File: config.mk
export PLATFORM = sky130hd
export DESIGN_NAME = tm_bank_scheduler
export DESIGN_NICKNAME = d
export VERILOG_FILES = /design/src/rtl/tm_bank_scheduler.sv
export SDC_FILE = /design/constraint.sdc
export NUM_CORES = 1
export LEC_CHECK = 0
export BUFFER_PORTS_ARGS = -buffer_cell sky130_fd_sc_hd__buf_4
export CAP_MARGIN = 25
export CORE_MARGIN = 4
export CORE_UTILIZATION = 45
export DETAILED_ROUTE_END_ITERATION = 12
export MAX_ROUTING_LAYER = met4
export PLACE_DENSITY_LB_ADDON = 0.2
export SLEW_MARGIN = 20
export SYNTH_ARGS = -nofsm -noshare
export SYNTH_HDL_FRONTEND = slang
export SYNTH_SLANG_ARGS = --single-unit
File: constraint.sdc
create_clock -name ClkI_Dec2 -period 4.1 [get_ports ClkI_Dec2]
set_input_delay 0.615 -clock ClkI_Dec2 [delete_from_list [all_inputs] [get_ports ClkI_Dec2]]
set_output_delay 0.615 -clock ClkI_Dec2 [all_outputs]
set_load 0.03 [all_outputs]
File: src/rtl/tm_bank_scheduler.sv
// -----------------------------------------------------------------------------
// tm_bank_scheduler
//
// Write-side controller for the two-bank (A/B) telemetry frame buffer drained
// by the TM frame reader. It grants a bank to the frame producer, forwards the
// producer's bytes into the dual-port RAM, pads short frames to FRAME_LEN with
// PAD_BYTE, and offers completed frames to the reader strictly in commit order.
// A bank is recycled when the reader signals it has finished with that bank.
//
// Ports:
//   ClkI_Dec2           clock, shared with the frame reader
//   Rst                 synchronous reset, active-high
//   Tx_Enable           downlink enable; registered onto En_Read_Buff
//   Wr_Req              producer bank request (level, held until Wr_Grant)
//   Wr_Grant            one-cycle pulse: bank assigned, filling starts
//   Wr_Bank             bank being filled (0 = A, 1 = B)
//   Wr_Valid/Wr_Data    payload byte strobe and byte
//   Wr_Commit           end-of-frame marker (may coincide with last byte)
//   Wr_Abort            discard the frame in progress
//   USER_WEN/WA/WD      RAM write port
//   Flag_A_Tx/Flag_B_Tx bank offered to the reader (at most one at a time)
//   Flag_x_Tx_Finish    reader done with bank x (level, edge-detected here)
//   pending             at least one bank holds a complete frame
//   En_Read_Buff        Tx_Enable delayed one clock
//   Overrun             sticky: byte arrived with the bank already full
//   Finish_Err          sticky: finish edge for a bank that was not offered
//   Frame_Count         frames committed, wrapping 16-bit counter
// -----------------------------------------------------------------------------
module tm_bank_scheduler #(
  parameter int         FRAME_LEN   = 223,
  parameter int         BANK_B_BASE = 512,
  parameter logic [7:0] PAD_BYTE    = 8'h55
) (
  input  logic        ClkI_Dec2,
  input  logic        Rst,
  input  logic        Tx_Enable,
  input  logic        Wr_Req,
  output logic        Wr_Grant,
  output logic        Wr_Bank,
  input  logic        Wr_Valid,
  input  logic [7:0]  Wr_Data,
  input  logic        Wr_Commit,
  input  logic        Wr_Abort,
  output logic        USER_WEN,
  output logic [9:0]  USER_WA,
  output logic [7:0]  USER_WD,
  output logic        Flag_A_Tx,
  output logic        Flag_B_Tx,
  input  logic        Flag_A_Tx_Finish,
  input  logic        Flag_B_Tx_Finish,
  output logic        pending,
  output logic        En_Read_Buff,
  output logic        Overrun,
  output logic        Finish_Err,
  output logic [15:0] Frame_Count
);

  localparam int             CW     = $clog2(FRAME_LEN + 1);
  localparam logic [CW-1:0]  LEN    = CW'(FRAME_LEN);
  localparam logic [CW-1:0]  LEN_M1 = CW'(FRAME_LEN - 1);
  localparam logic [9:0]     B_BASE = 10'(BANK_B_BASE);

  typedef enum logic [1:0] {B_FREE, B_FILL, B_READY} bank_state_t;
  typedef enum logic [1:0] {W_IDLE, W_FILL, W_PAD}   wr_state_t;

  // Registered state
  wr_state_t   wr_q;
  bank_state_t bank_q [2];
  logic [CW-1:0] cnt_q;
  logic        last_q;     // bank granted most recently
  logic        oldest_q;   // READY bank committed first
  logic        fin_a_q, fin_a_qq, fin_b_q, fin_b_qq;

  // Next-state values
  wr_state_t   wr_n;
  bank_state_t bank_n [2];
  logic [CW-1:0] cnt_n, cnt_v;
  logic        cur_n, last_n, oldest_n, pick;
  logic        grant_n, wen_n, overrun_n, commit_done;
  logic [9:0]  wa_n;
  logic [7:0]  wd_n;
  logic [15:0] frame_n;

  // Finish edges: only an edge on the currently offered bank is honoured.
  logic fin_a_rise, fin_b_rise, fin_a_ok, fin_b_ok;
  logic ready_a_af, ready_b_af, free_a_af, free_b_af;
  logic flag_a_n, flag_b_n, pending_n, err_n;
  logic [9:0] base;

  assign fin_a_rise = fin_a_q & ~fin_a_qq;
  assign fin_b_rise = fin_b_q & ~fin_b_qq;
  assign fin_a_ok   = fin_a_rise & Flag_A_Tx;
  assign fin_b_ok   = fin_b_rise & Flag_B_Tx;

  // Bank status as it will be once this cycle's finish is applied; a bank
  // being released this cycle is already grantable.
  assign ready_a_af = (bank_q[0] == B_READY) && !fin_a_ok;
  assign ready_b_af = (bank_q[1] == B_READY) && !fin_b_ok;
  assign free_a_af  = (bank_q[0] == B_FREE)  || fin_a_ok;
  assign free_b_af  = (bank_q[1] == B_FREE)  || fin_b_ok;

  // Flags follow the current bank state one clock later, except that a
  // finish hands the offer straight over to the other READY bank.
  assign flag_a_n  = (bank_q[0] == B_READY) && !fin_a_ok && (!oldest_q || fin_b_ok);
  assign flag_b_n  = (bank_q[1] == B_READY) && !fin_b_ok && ( oldest_q || fin_a_ok);
  assign pending_n = ready_a_af | ready_b_af;
  assign err_n     = Finish_Err | (fin_a_rise & ~Flag_A_Tx) | (fin_b_rise & ~Flag_B_Tx);

  assign base = Wr_Bank ? B_BASE : 10'd0;

  always_comb begin
    // NOTE: every signal driven here gets a default first so no latch is inferred.
    wr_n        = wr_q;
    bank_n[0]   = bank_q[0];
    bank_n[1]   = bank_q[1];
    cnt_n       = cnt_q;
    cnt_v       = cnt_q;
    cur_n       = Wr_Bank;
    last_n      = last_q;
    oldest_n    = oldest_q;
    pick        = 1'b0;
    grant_n     = 1'b0;
    wen_n       = 1'b0;
    wa_n        = USER_WA;
    wd_n        = USER_WD;
    overrun_n   = Overrun;
    frame_n     = Frame_Count;
    commit_done = 1'b0;

    if (fin_a_ok) begin
      bank_n[0] = B_FREE;
      if (bank_q[1] == B_READY) oldest_n = 1'b1;
    end
    if (fin_b_ok) begin
      bank_n[1] = B_FREE;
      if (bank_q[0] == B_READY) oldest_n = 1'b0;
    end

    case (wr_q)
      W_IDLE: begin
        if (Wr_Req && (free_a_af || free_b_af)) begin
          // Alternate banks when both are free so neither starves.
          if (free_a_af && free_b_af) pick = ~last_q;
          else                        pick = !free_a_af;
          grant_n      = 1'b1;
          cur_n        = pick;
          last_n       = pick;
          cnt_n        = '0;
          bank_n[pick] = B_FILL;
          wr_n         = W_FILL;
        end
      end

      W_FILL: begin
        if (Wr_Abort) begin
          bank_n[Wr_Bank] = B_FREE;
          wr_n            = W_IDLE;
        end else begin
          if (Wr_Valid) begin
            if (cnt_q != LEN) begin
              wen_n = 1'b1;
              wa_n  = base + 10'(cnt_q);
              wd_n  = Wr_Data;
              cnt_v = cnt_q + 1'b1;
            end else begin
              overrun_n = 1'b1;
            end
          end
          cnt_n = cnt_v;
          // A byte in the commit cycle counts before the length is judged.
          if (Wr_Commit) begin
            if (cnt_v == LEN) commit_done = 1'b1;
            else              wr_n        = W_PAD;
          end
        end
      end

      W_PAD: begin
        if (Wr_Abort) begin
          bank_n[Wr_Bank] = B_FREE;
          wr_n            = W_IDLE;
        end else begin
          wen_n = 1'b1;
          wa_n  = base + 10'(cnt_q);
          wd_n  = PAD_BYTE;
          cnt_n = cnt_q + 1'b1;
          if (cnt_q == LEN_M1) commit_done = 1'b1;
        end
      end

      default: wr_n = W_IDLE;
    endcase

    if (commit_done) begin
      bank_n[Wr_Bank] = B_READY;
      wr_n            = W_IDLE;
      frame_n         = Frame_Count + 16'd1;
      // Keep commit order: only become oldest if the other bank will not
      // be holding a frame after this cycle.
      if (!(Wr_Bank ? ready_a_af : ready_b_af)) oldest_n = Wr_Bank;
    end
  end

  always_ff @(posedge ClkI_Dec2) begin
    if (Rst) begin
      wr_q         <= W_IDLE;
      bank_q[0]    <= B_FREE;
      bank_q[1]    <= B_FREE;
      cnt_q        <= '0;
      last_q       <= 1'b1;   // first grant after reset goes to bank A
      oldest_q     <= 1'b0;
      fin_a_q      <= 1'b0;
      fin_a_qq     <= 1'b0;
      fin_b_q      <= 1'b0;
      fin_b_qq     <= 1'b0;
      Wr_Grant     <= 1'b0;
      Wr_Bank      <= 1'b0;
      USER_WEN     <= 1'b0;
      USER_WA      <= '0;
      USER_WD      <= '0;
      Flag_A_Tx    <= 1'b0;
      Flag_B_Tx    <= 1'b0;
      pending      <= 1'b0;
      En_Read_Buff <= 1'b0;
      Overrun      <= 1'b0;
      Finish_Err   <= 1'b0;
      Frame_Count  <= '0;
    end else begin
      // NOTE: non-blocking assignments so every register samples pre-edge values.
      wr_q         <= wr_n;
      bank_q[0]    <= bank_n[0];
      bank_q[1]    <= bank_n[1];
      cnt_q        <= cnt_n;
      last_q       <= last_n;
      oldest_q     <= oldest_n;
      fin_a_q      <= Flag_A_Tx_Finish;
      fin_a_qq     <= fin_a_q;
      fin_b_q      <= Flag_B_Tx_Finish;
      fin_b_qq     <= fin_b_q;
      Wr_Grant     <= grant_n;
      Wr_Bank      <= cur_n;
      USER_WEN     <= wen_n;
      USER_WA      <= wa_n;
      USER_WD      <= wd_n;
      Flag_A_Tx    <= flag_a_n;
      Flag_B_Tx    <= flag_b_n;
      pending      <= pending_n;
      En_Read_Buff <= Tx_Enable;
      Overrun      <= overrun_n;
      Finish_Err   <= err_n;
      Frame_Count  <= frame_n;
    end
  end

endmodule

# --- Word-level counts from Yosys, hierarchy flattened ---
# Memories as Yosys holds them, arrays and structs flattened.
# Index checks and enable logic that the tools add are counted.
classes:
  addsub: 3
  n_lt_le_gt_ge: 4
  eq_ne: 15
  n_mux: 62
  bitwise_logic: 29
  reduce_logical: 30
ops:
  columns: ["operator", "count"]
  rows:
  - ["8-bit two-way mux", 11]
  - ["10-bit two-way mux", 5]
  - ["8-bit one-hot mux with 3 select lines", 1]
  - ["1-bit two-way mux", 23]
  - ["2-bit two-way mux", 11]
  - ["10-bit one-hot mux with 2 select lines", 1]
  - ["16-bit by 1-bit adder with 16-bit output, second input constant", 1]
  - ["8-bit == test, second input constant", 2]
  - ["8-bit one-hot mux with 2 select lines", 1]
  - ["4-bit two-way mux", 3]
  - ["2-bit != test, second input constant", 6]
  - ["4-bit AND reduction", 3]
  - ["10-bit by 8-bit adder with 10-bit output", 1]
  - ["8-bit by 1-bit adder with 8-bit output, second input constant", 1]
  - ["1-bit logical AND", 8]
  - ["8-bit != test, second input constant", 1]
  - ["1-bit NOT", 8]
  - ["4-bit one-hot mux with 2 select lines", 1]
  - ["1-bit AND", 6]
  - ["2-bit == test, second input constant", 3]
  - ["2-bit zero test", 3]
  - ["3-bit != test, second input constant", 2]
  - ["2-bit one-hot mux with 3 select lines", 1]
  - ["2-bit OR reduction", 3]
  - ["18 further kinds", 37]
totals:
  regBits: 59
  ramBits: 4
  word_cells: 164
  n_memories: 1
mem_list:
  columns: ["name", "words", "word_bits", "rd", "rd_ports_with_merged_regs", "write_ports", "line_no", "rtl"]
  rows:
  - ["bank_q", 2, 2, 2, 0, 2, "68", "bank_state_t bank_q [2];"]

# --- Longest topological paths before layout ---
logic_depth:
  word_depth: 20
  mapped_depth: 11

# --- Least setup slack after synthesis ---
# No wires, ideal clock.
synth_path:
  path_type: "register -> register"
  start: "reg cnt_q[0]"
  end: "reg Frame_Count[15]"
  setup_time_ps: 121
  arrival_ps: 2226
  required_ps: 3979
  path_slack_ps: 1753
  path_stages_with_launch: 12
  path_buffers: 2
  synth_period_minus_slack_ps: 2347
  cell_sequence: "dfxtp_1 buf_2 inv_1 ha_1 nand2b_1 o22ai_1 o2bb2ai_1 nand4_1 and2_1 buf_2 nor3_1 mux2_2"
synth_between:
  elab_chain_cells: 10
  word_cells_on_any_way: 14
synth_rtl:
  columns: ["item", "line_no", "rtl"]
  rows:
  - ["start, declared", "69", "logic [CW-1:0] cnt_q;"]
  - ["start signal, assigned", "233", "cnt_q <= cnt_n;"]
  - ["8-bit by 1-bit adder with 8-bit output or 8-bit != test (tied branches)", "164, 160", null]
  - ["8-bit two-way mux", "160", "if (cnt_q != LEN) begin"]
  - ["8-bit two-way mux", "159", "if (Wr_Valid) begin"]
  - ["8-bit two-way mux", "155", "if (Wr_Abort) begin"]
  - ["8-bit two-way mux", "139", "case (wr_q)"]
  - ["8-bit == test", "172", "if (cnt_v == LEN) commit_done = 1'b1;"]
  - ["1-bit two-way mux", "172", null]
  - ["1-bit two-way mux", "171", "if (Wr_Commit) begin"]
  - ["1-bit two-way mux", "155", null]
  - ["1-bit one-hot mux with 2 select lines *", "139", null]
  - ["end signal, assigned", "251", "Frame_Count <= frame_n;"]
  - ["end, declared", "55", "output logic [15:0] Frame_Count"]
# Every way passes the cells marked *; elsewhere a longest branch is shown, timed or not. The select of a mux whose other input is x is not followed.
# A chain may end at the register's enable or synchronous reset.

# --- Final worst setup path ---
layout_path:
  start: "reg cnt_q[1]"
  end: "reg Frame_Count[15]"
# Same word-level chain as after synthesis.

==> flow_summary.toml <==
[clocking]
cts_tree = "yes"
clkSinkCount = 62
cts_hold_repair.buffers = 0
cts.htree.levels = 3
cts-root-buf = "clkbuf_8"
cts-buffers-inserted = 9
path_clk_slew_ps = 80
clk_latency_ps = 340
post_cts_buffers = 0
clockBufferDepth = 2
cts_resized = 0

[routing]
detail_route.wl_per_cell_um = 14.7
drt_pass1_iterations = 4
vias = 2901
via_per_inst = 5.52
detail-route-antenna-nets = 0
drt_iter0_drc = 223
drc = 0
wl_mm = 7.72

[final_layout]
fin_nets = 449
drive_above_1_share_pct = 21.6
area_growth_pct = 19.5
fillers = 656
stdcell_area_um2 = 3840
antennaDiodeCount = 0

[timing]
worst_pin_slew_ps = 670
slew_violations = 0
finalCritPeriodShare_pct = 75.4
finalCriticalPeriod_ps = 3090
hold_viol = 0
tns_ps = 0
fmax_ghz = 0.323
rsz0062_at_grt = "no"
relSlewSlack_pct = 55.3
setup_viol = 0
setup_ws_ps = 1010
fin_skew_ps = 10.6
hold_slack_ps = 439

[critical_path]
start_kind = "flip-flop"
critical_path_class = "reg2reg"
r2r-start = "cnt_q[1]"
ff2ff_path_depth = 9
required_ps = 4340
crit_end = "Frame_Count[15]"
critical_path_arrival_ps = 3330
reg2reg_slack_ps = 1010
end_kind = "flip-flop"
worstPathMaxFanout = 11
r2r_end = "Frame_Count[15]"
startpoint = "cnt_q[1]"

[synth]
synthAdderAreaFrac_pct = 2.72
ys_seq_area_share_pct = 38.6
synth_area_um2 = 3210
yosysTopAreaCellShare_pct = 38.6
synth_area_per_cell_um2 = 8.39
synth_area_leaders = "dfxtp_1 39%, a21oi_1 4.7%, nor2_1 4.6%"
synthMuxAreaShare_pct = 3.15
yosys.cell_count.top_type = "dfxtp_1"
netlist_instances = 383
synth_top_cell_by_area = "dfxtp_1"
synth_edf_count = 0
ys.warnings.count = 0
synthesis.nets = 407
yosys.area_share.simple_pct = 26.4
synth_xor_area_share_pct = 2.45
synth_cell_type_count = 60
synth-compound-area-share_pct = 20.2
ys.flop_type = "dfxtp_1"
async_flop_share_pct = 0
ys_ff_latch = 62
synth_top_family_by_area = "simple AND/OR/NAND/NOR gates"
synth_common_cells = "62 x dfxtp_1, 39 x nor2_1, 30 x a21oi_1, 30 x nand2_1, 17 x clkbuf_1"

[placed_design]
dp_hpwl_mm = 5.20
io_buffers = 58
dp_slack_ps = 1020
gp_congestion = 0.903
placed_area_um2 = 3640

[grt]
grt.overflow.total = 0
grt_util_all_layers_pct = 19.4
grt_max_degree = 64
grt_pass1_vias = 2737
grt_pass1_wl_mm = 13.2
antenna_found_initial = 0

[power]
powerDensity_nw_per_um2 = 346
leakage_nw = 1.39
ir_worst_vdd_mv = 0.164

[run]
maxCapViolCount = 0

[min_path]
whs_path_depth = 1
hold_path_class = "reg2reg"

[run_status]
status = "completed"

[die]
die_area_um2 = 8560
io_pins = 60
core-area_um2 = 6870
start_util_pct = 46.8
die_h_um = 92.5
die_w_um = 92.5
rows = 30
cell families after synthesis:
family | after synthesis
flops | 62
compound gates | 89
mux | 10
simple gates | 162
buf+inv | 43
fa+ha+maj | 7
other cells | 1
xor+xnor | 9
layout make-up:
type / instances / area, um2 / area share [%]
tap: 96 / 120 / 3.13
clock inverter: 7 / 75.1 / 1.96
clock buffer: 9 / 124 / 3.23
multi-input combinational: 278 / 1770 / 46.2
inverter: 13 / 48.8 / 1.27
sequential: 62 / 1240 / 32.3
timing repair buffer: 61 / 458 / 11.9
registers in the layout (all words and copies together) (netlist names):
name,count
fin_a_q,1
Flag_A_Tx,1
fin_b_qq,1
pending,1
En_Read_Buff,1
Wr_Grant,1
USER_WA,9
USER_WEN,1
Wr_Bank,1
last_q,1
fin_b_q,1
USER_WD,8
fin_a_qq,1
oldest_q,1
cnt_q,8
Finish_Err,1
Frame_Count,16
Overrun,1
Flag_B_Tx,1
bank_q,4
wr_q,2
cell usage in the layout (no fill, tap or decap), drive strengths merged, types with 4 or more instances in the layout:
cell type	netlist	final
or2	4	4
nor4	7	7
nor2b	12	12
ha	7	7
o31ai	4	4
nand4	7	7
xnor2	9	9
nand2b	12	12
nand3	14	14
clkbuf	17	9
mux2i	9	9
a211oi	13	13
buf	13	61
and3	4	4
dfxtp	62	62
inv	13	13
o21ai	9	9
nand2	30	30
nand3b	5	5
nor3	9	9
a41oi	4	4
nor3b	5	5
a21oi	30	30
nor2	39	39
a21boi	4	4
worst min-delay path by stage:
| stage | start | to |
|---|---|---|
| floorplan | oldest_q | Flag_A_Tx |
| finish | oldest_q | Flag_A_Tx |
| global route | oldest_q | Flag_A_Tx |
| global placement | oldest_q | Flag_A_Tx |
| CTS | oldest_q | Flag_A_Tx |
| detailed placement | oldest_q | Flag_A_Tx |
per-layer routing:
layer	part of all wire, %	global-route usage, %
met4	1.3	6.44
met3	5.6	4.63
met5	0	-
met1	47	25.7
met2	46	29.2
per-stage QoR:
step           instances  power [mW]  utilization, %
2_1_floorplan        383       0.757               -
3_3_place_gp         510       0.805            53.0
3_5_place_dp         510       0.807            53.0
4_1_cts              526        1.34            55.9
5_1_grt              526        1.39            55.9
6_report             526        1.33            55.9
critical path, stage by stage, from the launching register on:
cell and delay, ps:
dfxtp_1 550, ha_1 450, and3_1 370, a21boi_4 120, a311oi_2 290, nand4_1 130, buf_4 190, and2_1 270
nor3_1 260, mux2_2 360
report_power, final:
part	leakage, nW	total [mW]	internal, mW	switching [mW]
clock network	0.0914	0.534	0.281	0.253
logic	0.799	0.164	0.0667	0.0970
registers	0.502	0.631	0.617	0.0133
No activity file was read; power rests on OpenSTA's default activity.
